File: src/rtl/branch_pkg.sv
// Shared types and constants for branch prediction and resolution.
package branch_pkg;

    typedef logic [1:0] bht_ctr_t;

    localparam bht_ctr_t   BHT_CTR_RESET = 2'b01;
    localparam logic [2:0] F3_BEQ        = 3'b000;
    localparam logic [2:0] F3_BLT        = 3'b100;
    localparam int         INSN_BYTES    = 4;

    // 2-bit saturating counter step: taken counts up, not-taken counts down.
    function automatic bht_ctr_t bht_next(input bht_ctr_t c, input logic taken);
        if (taken)
            return (c == 2'b11) ? c : c + 2'd1;
        else
            return (c == 2'b00) ? c : c - 2'd1;
    endfunction

endpackage

File: src/rtl/branch_history_table.sv
// Array of 2-bit saturating counters: one combinational read port, one
// synchronous update port. A same-index read in the update cycle sees the old value.
module branch_history_table
    import branch_pkg::*;
#(
    parameter int ENTRIES = 16,
    parameter int IDX_W   = $clog2(ENTRIES)
) (
    input  logic             i_clk,
    input  logic             i_reset,
    input  logic [IDX_W-1:0] i_rd_idx,
    output bht_ctr_t         o_rd_ctr,
    input  logic             i_wr_en,
    input  logic [IDX_W-1:0] i_wr_idx,
    input  logic             i_wr_taken
);

    bht_ctr_t r_ctr [ENTRIES];

    assign o_rd_ctr = r_ctr[i_rd_idx];

    always_ff @(posedge i_clk or posedge i_reset) begin
        if (i_reset) begin
            for (int i = 0; i < ENTRIES; i++)
                r_ctr[i] <= BHT_CTR_RESET;
        end else if (i_wr_en) begin
            r_ctr[i_wr_idx] <= bht_next(r_ctr[i_wr_idx], i_wr_taken);
        end
    end

endmodule

File: src/rtl/branch_predict_redirect.sv
// ID-stage branch prediction with early fetch redirect, EX-stage resolution,
// training and statistics. Define BRANCH_PREDICT_EN to enable the predictor.
module branch_predict_redirect
    import branch_pkg::*;
#(
    parameter int BHT_ENTRIES = 16,
    parameter int XLEN        = 64
) (
    input  logic            i_clk,
    input  logic            i_reset,
    input  logic            i_id_valid,
    input  logic            i_id_is_branch,
    input  logic            i_id_stall,
    input  logic [XLEN-1:0] i_id_pc,
    input  logic [XLEN-1:0] i_id_imm,
    output logic            o_id_pred_taken,
    output logic            o_id_redirect,
    output logic [XLEN-1:0] o_id_target,
    input  logic            i_ex_valid,
    input  logic            i_ex_is_branch,
    input  logic            i_ex_taken,
    input  logic            i_ex_pred_taken,
    input  logic [XLEN-1:0] i_ex_pc,
    input  logic [XLEN-1:0] i_ex_imm,
    output logic            o_ex_redirect,
    output logic [XLEN-1:0] o_ex_redirect_pc,
    output logic            o_flush_if_id,
    output logic            o_flush_id_ex,
    output logic [31:0]     o_branch_count,
    output logic [31:0]     o_mispredict_count
);

    localparam int IDX_W = $clog2(BHT_ENTRIES);

    logic        w_resolve;
    logic        w_mispredict;
    logic [31:0] r_branch_count;
    logic [31:0] r_mispredict_count;

    assign w_resolve        = i_ex_valid && i_ex_is_branch;
    assign w_mispredict     = w_resolve && (i_ex_taken != i_ex_pred_taken);
    assign o_ex_redirect    = w_mispredict;
    assign o_ex_redirect_pc = i_ex_taken ? i_ex_pc + i_ex_imm
                                         : i_ex_pc + XLEN'(INSN_BYTES);
    assign o_flush_id_ex    = w_mispredict;

`ifdef BRANCH_PREDICT_EN
    logic     r_issued;
    bht_ctr_t w_rd_ctr;
    logic     w_pred;
    logic     w_unused_ctr_lsb;

    branch_history_table #(
        .ENTRIES (BHT_ENTRIES),
        .IDX_W   (IDX_W)
    ) u_bht (
        .i_clk      (i_clk),
        .i_reset    (i_reset),
        .i_rd_idx   (i_id_pc[IDX_W+1:2]),
        .o_rd_ctr   (w_rd_ctr),
        .i_wr_en    (w_resolve),
        .i_wr_idx   (i_ex_pc[IDX_W+1:2]),
        .i_wr_taken (i_ex_taken)
    );

    assign w_unused_ctr_lsb = w_rd_ctr[0];
    assign w_pred           = i_id_valid && i_id_is_branch && w_rd_ctr[1];
    assign o_id_pred_taken  = w_pred;
    // An EX mispredict squashes the ID instruction, so its redirect is dropped.
    assign o_id_redirect    = w_pred && !w_mispredict && !r_issued;
    assign o_id_target      = i_id_pc + i_id_imm;
    assign o_flush_if_id    = w_mispredict || o_id_redirect;

    // Remembers that a stalled branch already redirected, so it fires only once.
    always_ff @(posedge i_clk or posedge i_reset) begin
        if (i_reset)
            r_issued <= 1'b0;
        else if (w_mispredict || !i_id_stall)
            r_issued <= 1'b0;
        else if (o_id_redirect)
            r_issued <= 1'b1;
    end
`else
    logic w_unused;

    assign w_unused        = ^{i_id_valid, i_id_is_branch, i_id_stall, i_id_pc, i_id_imm};
    assign o_id_pred_taken = 1'b0;
    assign o_id_redirect   = 1'b0;
    assign o_id_target     = '0;
    assign o_flush_if_id   = w_mispredict;
`endif

    always_ff @(posedge i_clk or posedge i_reset) begin
        if (i_reset) begin
            r_branch_count     <= '0;
            r_mispredict_count <= '0;
        end else begin
            if (w_resolve && r_branch_count != 32'hFFFF_FFFF)
                r_branch_count <= r_branch_count + 32'd1;
            if (w_mispredict && r_mispredict_count != 32'hFFFF_FFFF)
                r_mispredict_count <= r_mispredict_count + 32'd1;
        end
    end

    assign o_branch_count     = r_branch_count;
    assign o_mispredict_count = r_mispredict_count;

endmodule

File: config.mk
export PLATFORM = sky130hd
export DESIGN_NAME = branch_predict_redirect
export DESIGN_NICKNAME = d
export VERILOG_FILES = /design/src/rtl/branch_pkg.sv /design/src/rtl/branch_history_table.sv /design/src/rtl/branch_predict_redirect.sv
export SDC_FILE = /design/constraint.sdc
export NUM_CORES = 1
export LEC_CHECK = 0
export CORE_AREA = 4 4 181 183
export CTS_CLUSTER_DIAMETER = 30
export CTS_CLUSTER_SIZE = 14
export DETAILED_ROUTE_END_ITERATION = 6
export DIE_AREA = 0 0 185 187
export DONT_BUFFER_PORTS = 1
export PLACE_DENSITY = 0.44
export REMOVE_ABC_BUFFERS = 1
export SLEW_MARGIN = 20
export SYNTH_ARGS = -nofsm -noshare
export SYNTH_HDL_FRONTEND = slang
export SYNTH_SLANG_ARGS = --single-unit
File: constraint.sdc
create_clock -name i_clk -period 2.79 [get_ports i_clk]
set_clock_uncertainty 0.15 [all_clocks]
set_input_delay 0.279 -clock i_clk [delete_from_list [all_inputs] [get_ports i_clk]]
set_output_delay 0.279 -clock i_clk [all_outputs]
set_load 0.1 [all_outputs]
==> impl_metrics.env, run 1 <==
export IMPL_status="finished, violations left"
export IMPL_violations="setup timing"
export IMPL_routed_via_count=9892
export IMPL_fin_area_um2=14830
export IMPL_crit_arrival_ns=2.77
export IMPL_grt_pass1_vias=9901
export IMPL_cp_data_required_time_ns=2.36
export IMPL_viasPerCell=4.981
export IMPL_path_max_fanout=4
export IMPL_setup_tns_ns=-10.72
export IMPL_numCtsBuffers=9
export IMPL_ys_seq_area_frac=0.1742
export IMPL_fillCellCount=3011
export IMPL_setup_viol=45
export IMPL_seq_area_um2=1602
export IMPL_report_final_hold_viol_count=0
export IMPL_io_buffers=0
export IMPL_drt_iter0_drc=419
export IMPL_synth_ff_type="dfrtp_1"
export IMPL_dp_cells=1934
export IMPL_num_antenna_cells=0
export IMPL_fin_ws_ns=-0.4074
export IMPL_antenna_found_initial=0
export IMPL_clkSlewWorstSetupHoldPaths_ns=0.05
export IMPL_die_h_um=187
export IMPL_cts_num_sinks=64
export IMPL_avgRoutedWirePerCell_um=17.62
export IMPL_clock_root_buffer="clkbuf_16"
export IMPL_hp_class="input pin to flop"
export IMPL_place_congestion=0.8908
export IMPL_rsz0062_at_grt="yes"
export IMPL_worstSetupEndpointType="primary output"
export IMPL_post_dp_cell_area_um2=12990
export IMPL_grt_pass1_wl_um=53800
export IMPL_instances_no_fill=1986
export IMPL_firstDrtPassIters=5
export IMPL_ir_drop_uv=298.2
export IMPL_slew_headroom=0.4510
export IMPL_switchingPower_mw=3.765
export IMPL_leakagePower_nw=6.537
export IMPL_powerDensity_nw_per_um2=479.7
export IMPL_dp_slack_ns=-0.8396
export IMPL_synth_edff_count=0
export IMPL_area_growth_pct=61.32
export IMPL_pwr_share_comb=0.709
export IMPL_worstMarginPinSlew_ns=0.8234
export IMPL_crit_buf_inv=4
export IMPL_cpMostUsedCell="buf_6"
export IMPL_pin_count=462
export IMPL_final_common_cell="buf_4"
export IMPL_crit_slowest_cell="a2111oi_4"
export IMPL_final_nets=1911
export IMPL_hpwl_um=28480
export IMPL_start_util=0.2944
export IMPL_layout_drive_gt1_share=0.4261
export IMPL_clk_latency_ns=0.33
export IMPL_ys_ff_latch=64
export IMPL_cap_violations=0
export IMPL_synth_cells=1208
export IMPL_grt_max_degree=104
export IMPL_crit_family="compound AO/OA/AOI/OAI gates"
export IMPL_final_cell_mix="buf_4, nor2_1, nand2_1, xnor2_1, xor2_1"
export IMPL_wirelength_um=34990
export IMPL_synth_async_reset_ratio=1.000
export IMPL_crit_chain="ha_4, buf_6, a211oi_4, o211ai_1, nand3_2, a21oi_4, o311ai_4, buf_6, nor4b_4, o31ai_4, a2111oi_4, buf_4, nor2_2, buf_12"
export IMPL_hold_slack_ns=0.2845
export IMPL_finalMaxSlewViolations=0
export IMPL_fin_crit_sh=1.146
export IMPL_syn_area_um2=9194
export IMPL_die_area_um2=34600
export IMPL_avgSynthCellArea_um2=7.611
export IMPL_finalPower_mw=7.115
export IMPL_num_rows=65
export IMPL_switching_share=0.5292
export IMPL_cts_tree="built"
export IMPL_htreeDepth=3
export IMPL_multi_input_area_um2=8443
export IMPL_overflow=0
export IMPL_die_width_um=185
export IMPL_p_seq_frac=0.147
export IMPL_clkPwrFrac=0.144
export IMPL_drc=0
export IMPL_synth_distinct_cells=92
export IMPL_core_area_um2=31230
export IMPL_gr_usage_all_layers=0.1886
export IMPL_slowest_delay_ns=0.32
export IMPL_drtAntennaViolNets=0
export IMPL_max_freq_ghz=0.3128
export IMPL_fin_crit_ns=3.197
export IMPL_critPathLaunchType="input pin"
export IMPL_path_class="input pin to primary output"
export IMPL_final_util=0.4749
export IMPL_ys_warn_count=0
export IMPL_max_clock_path_buffers=2
export IMPL_p_int_mw=3.350
-- synth_stat cells, types with 5 or more instances --
master / instances / area, um^2
a211oi_1: 9 / 67.56
nand2_1: 127 / 476.7
a21boi_0: 5 / 37.54
o21ai_0: 29 / 145.1
xnor2_1: 100 / 875.8
o21bai_1: 11 / 82.58
or3_1: 6 / 37.54
and3_1: 15 / 93.84
o21ai_1: 12 / 60.06
o22ai_1: 5 / 31.28
nor3_1: 28 / 140.1
ha_1: 66 / 825.8
buf_2: 12 / 60.06
nand4_1: 41 / 256.5
inv_1: 31 / 116.4
o31ai_1: 6 / 45.04
a31oi_1: 12 / 75.07
and4_1: 12 / 105.1
buf_4: 70 / 525.5
mux2_2: 6 / 67.56
and2_1: 12 / 75.07
clkbuf_1: 24 / 90.09
nand3_1: 54 / 270.3
xor2_1: 76 / 665.6
a21o_1: 26 / 195.2
nor2_1: 130 / 488.0
dfrtp_1: 64 / 1602
nor2b_1: 6 / 37.54
a21oi_1: 106 / 530.5
-- sequential cells by signal, summed over array words and instances, names as in the netlist --
signal / cells
o_mispredict_count: 32
o_branch_count: 32
-- metal layers --
| layer | vias up | routed length [um] | track usage |
|---|---|---|---|
| li1 | 4924 | - | - |
| met1 | 4674 | 16050 | 0.2617 |
| met2 | 264 | 16100 | 0.3044 |
| met3 | 30 | 2245 | 0.03715 |
| met4 | 0 | 599 | 0.03953 |
| met5 | - | 0 | 0 |
-- kinds of logic after synthesis --
logic type / synth area share
other: 0.0004079
AOI/OAI and AO/OA: 0.2111
and+or+nand+nor: 0.2525
buffers and inverters: 0.09268
xor gates and xnor gates: 0.1677
DFF: 0.1742
adders and majority gates: 0.09200
muxes: 0.009526
-- worst min-delay path, cell delays in order --
cell,delay (ns)
nand2_1,0.18
a41oi_2,0.10
xor2_1,0.14
-- final cells by class --
type | count | share of cell area
clock inverters | 5 | 0.002193
repair buffers | 408 | 0.2622
inverters | 32 | 0.008099
multi-input cells | 1064 | 0.5693
clock buffers | 11 | 0.01637
well taps | 402 | 0.03391
flip-flops and latches | 64 | 0.1080
-- path summary, 6_finish.rpt --
path | start | endpoint | slack (ns) | cells after the start
min reg2reg | o_branch_count[0]$_DFFE_PP0P_ | o_branch_count[0]$_DFFE_PP0P_ | 0.37 | 1
max reg2reg | o_branch_count[8]$_DFFE_PP0P_ | o_branch_count[29]$_DFFE_PP0P_ | 0.24 | 9
min in group asynchronous | i_reset | o_mispredict_count[10]$_DFFE_PP0P_ | 0.49 | 3
max in group asynchronous | i_reset | o_branch_count[4]$_DFFE_PP0P_ | 1.44 | 3
max | i_ex_imm[0] | o_ex_redirect_pc[59] | -0.41 | 14
min | i_ex_is_branch | o_branch_count[0]$_DFFE_PP0P_ | 0.28 | 3
-- power by group through the flow --
stage	clock network [mW]	logic [mW]	registers [mW]
4_1_cts	1.05	4.90	1.04
6_report	1.02	5.05	1.05
3_3_place_gp	0	4.61	1.06
3_5_place_dp	0	4.61	1.06
5_1_grt	1.08	5.28	1.06
2_1_floorplan	0	2.49	1.63
-- repair_timing --
| action | in CTS | in global routing |
|---|---|---|
| hold buffers | 1 | 0 |
| setup endpoints to repair | 53 | 51 |
| pin swaps | 101 | 61 |
| hold endpoints to repair | 64 | 0 |
| setup buffers | 23 | 21 |
| resized for setup | 167 | 58 |
No activity file was read; power rests on OpenSTA's default activity.
==> run 2: changes to the inputs <==
- PLACE_DENSITY: 0.44 -> default
==> run 2 against run 1 <==
Against the previous run: the flow still finishes with violations (setup timing); combinational power is 2% higher; sequential cell count is the same; final cell count barely moved; hold slack worse by 0.024 ns; utilization is 0.90 points higher; largest cell class unchanged; die area unchanged; global-route usage is 1.3 points higher; total power increased by 2.5%; non-clock buffer count grew 1; critical path type unchanged.
==> impl_metrics.env, run 2 (synthesis results as in run 1) <==
export IMPL_status="finished, violations left"
export IMPL_violations="setup timing"
export IMPL_fillCellCount=2878
export IMPL_cap_violations=0
export IMPL_report_final_hold_viol_count=0
export IMPL_fin_ws_ns=-0.5129
export IMPL_pin_count=462
export IMPL_core_area_um2=31230
export IMPL_cts_num_sinks=64
export IMPL_critPathLaunchType="input pin"
export IMPL_numCtsBuffers=9
export IMPL_wirelength_um=37480
export IMPL_grt_max_degree=104
export IMPL_die_width_um=185
export IMPL_firstDrtPassIters=5
export IMPL_slew_headroom=0.4431
export IMPL_powerDensity_nw_per_um2=482.4
export IMPL_path_class="input pin to primary output"
export IMPL_worstSetupEndpointType="primary output"
export IMPL_worstMarginPinSlew_ns=0.8353
export IMPL_rsz0062_at_grt="yes"
export IMPL_viasPerCell=5.156
export IMPL_setup_viol=45
export IMPL_drc=0
export IMPL_hpwl_um=29520
export IMPL_finalPower_mw=7.291
export IMPL_die_area_um2=34600
export IMPL_finalMaxSlewViolations=0
export IMPL_ir_drop_uv=472.8
export IMPL_slowest_delay_ns=0.36
export IMPL_crit_chain="ha_4, a211oi_4, o211ai_1, buf_4, nand3_4, a21oi_4, o311ai_4, nor4b_4, buf_4, nor2_4, xnor2_2, a21oi_2, buf_12"
export IMPL_max_freq_ghz=0.3028
export IMPL_cp_data_required_time_ns=2.36
export IMPL_fin_crit_ns=3.303
export IMPL_clock_root_buffer="clkbuf_16"
export IMPL_htreeDepth=3
export IMPL_drtAntennaViolNets=0
export IMPL_start_util=0.2944
export IMPL_cts_tree="built"
export IMPL_cpMostUsedCell="buf_4"
export IMPL_avgRoutedWirePerCell_um=18.86
export IMPL_leakagePower_nw=6.617
export IMPL_gr_usage_all_layers=0.2017
export IMPL_io_buffers=0
export IMPL_fin_crit_sh=1.184
export IMPL_grt_pass1_wl_um=56570
export IMPL_drt_iter0_drc=525
export IMPL_grt_pass1_vias=10420
export IMPL_overflow=0
export IMPL_place_congestion=0.9087
export IMPL_path_max_fanout=3
export IMPL_final_cell_mix="buf_4, nand2_1, nor2_1, xnor2_1, xor2_1"
export IMPL_final_nets=1912
export IMPL_layout_drive_gt1_share=0.4297
export IMPL_num_rows=65
export IMPL_antenna_found_initial=4
export IMPL_area_growth_pct=64.38
export IMPL_setup_tns_ns=-13.72
export IMPL_routed_via_count=10240
export IMPL_die_h_um=187
export IMPL_clkSlewWorstSetupHoldPaths_ns=0.05
export IMPL_crit_arrival_ns=2.87
export IMPL_crit_slowest_cell="o311ai_4"
export IMPL_clk_latency_ns=0.33
export IMPL_num_antenna_cells=0
export IMPL_final_common_cell="buf_4"
export IMPL_hp_class="input pin to flop"
export IMPL_max_clock_path_buffers=2
run 2: cell types whose count changed in the layout (fill, tap and decap cells not counted), sizes merged:
cell	change
bufinv	+1
buf	+1
clkinv	-1
run 2: per-layer routing:
layer	vias to the layer above	GRT usage	share of wire
met4	8	0.03868	0.013
met1	4939	0.2343	0.39
met3	40	0.07779	0.093
met5	-	0	0.0017
li1	4920	-	-
met2	337	0.3537	0.50
run 2: worst max-delay path: cells and delay by family:
family | cells | cell delay, ns
adder cells (fa/ha/maj) | 1 | 0.23
buffers and inverters | 3 | 0.57
AO/OA/AOI/OAI | 5 | 1.12
XOR/XNOR | 1 | 0.17
AND/OR/NAND/NOR | 3 | 0.49
run 2: where the power goes:
part           total (mW)  internal (mW)  switching, mW
clock                1.09          0.690          0.397
sequential           1.05           1.00         0.0487
combinational        5.15           1.77           3.38
run 2: final timing paths:
| path | to | cells after the start | start | slack (ns) |
|---|---|---|---|---|
| worst max-delay path | o_ex_redirect_pc[51] | 13 | i_ex_pc[1] | -0.51 |
| worst min-delay path | o_branch_count[0]$_DFFE_PP0P_ | 3 | i_ex_is_branch | 0.26 |
| worst max register to register | o_branch_count[22]$_DFFE_PP0P_ | 9 | o_branch_count[6]$_DFFE_PP0P_ | 0.25 |
| worst min register to register | o_branch_count[0]$_DFFE_PP0P_ | 1 | o_branch_count[0]$_DFFE_PP0P_ | 0.39 |
| max in group asynchronous | o_mispredict_count[10]$_DFFE_PP0P_ | 3 | i_reset | 1.39 |
| min in group asynchronous | o_branch_count[27]$_DFFE_PP0P_ | 3 | i_reset | 0.55 |
run 2: final cells by class:
type                            count  area (um^2)  area share
Clock buffer                       11        232.7     0.01540
Tap cell                          402        503.0     0.03328
Clock inverter                      5        57.56    0.003808
Multi-Input combinational cell   1064         8601      0.5691
Inverter                           32        120.1    0.007948
Timing Repair Buffer              409         3998      0.2645
Sequential cell                    64         1602      0.1060
run 2: repair_timing:
| item | 4_1_cts | 5_1_grt |
|---|---|---|
| hold endpoints to repair | 64 | 0 |
| pin swaps | 96 | 67 |
| endpoints found under the setup margin | 54 | 50 |
| hold buffers | 1 | 0 |
| setup buffers | 24 | 19 |
| gates resized for setup | 181 | 73 |
run 2: stage by stage:
| step | area, um^2 | setup WS [ns] | hold WS (ns) | utilization | instances |
|---|---|---|---|---|---|
| after global placement | 13040 | -1.049 | 0.2962 | 0.4177 | 1935 |
| after floorplan | 8706 | -3.266 | 0.4363 | - | 1160 |
| final | 15110 | -0.5129 | 0.2609 | 0.4839 | 1987 |
| after CTS | 14630 | -0.4748 | 0.2525 | 0.4684 | 1974 |
| after detailed placement | 13040 | -1.079 | 0.3105 | 0.4177 | 1935 |
| after global routing | 15110 | -0.5670 | 0.2964 | 0.4839 | 1987 |
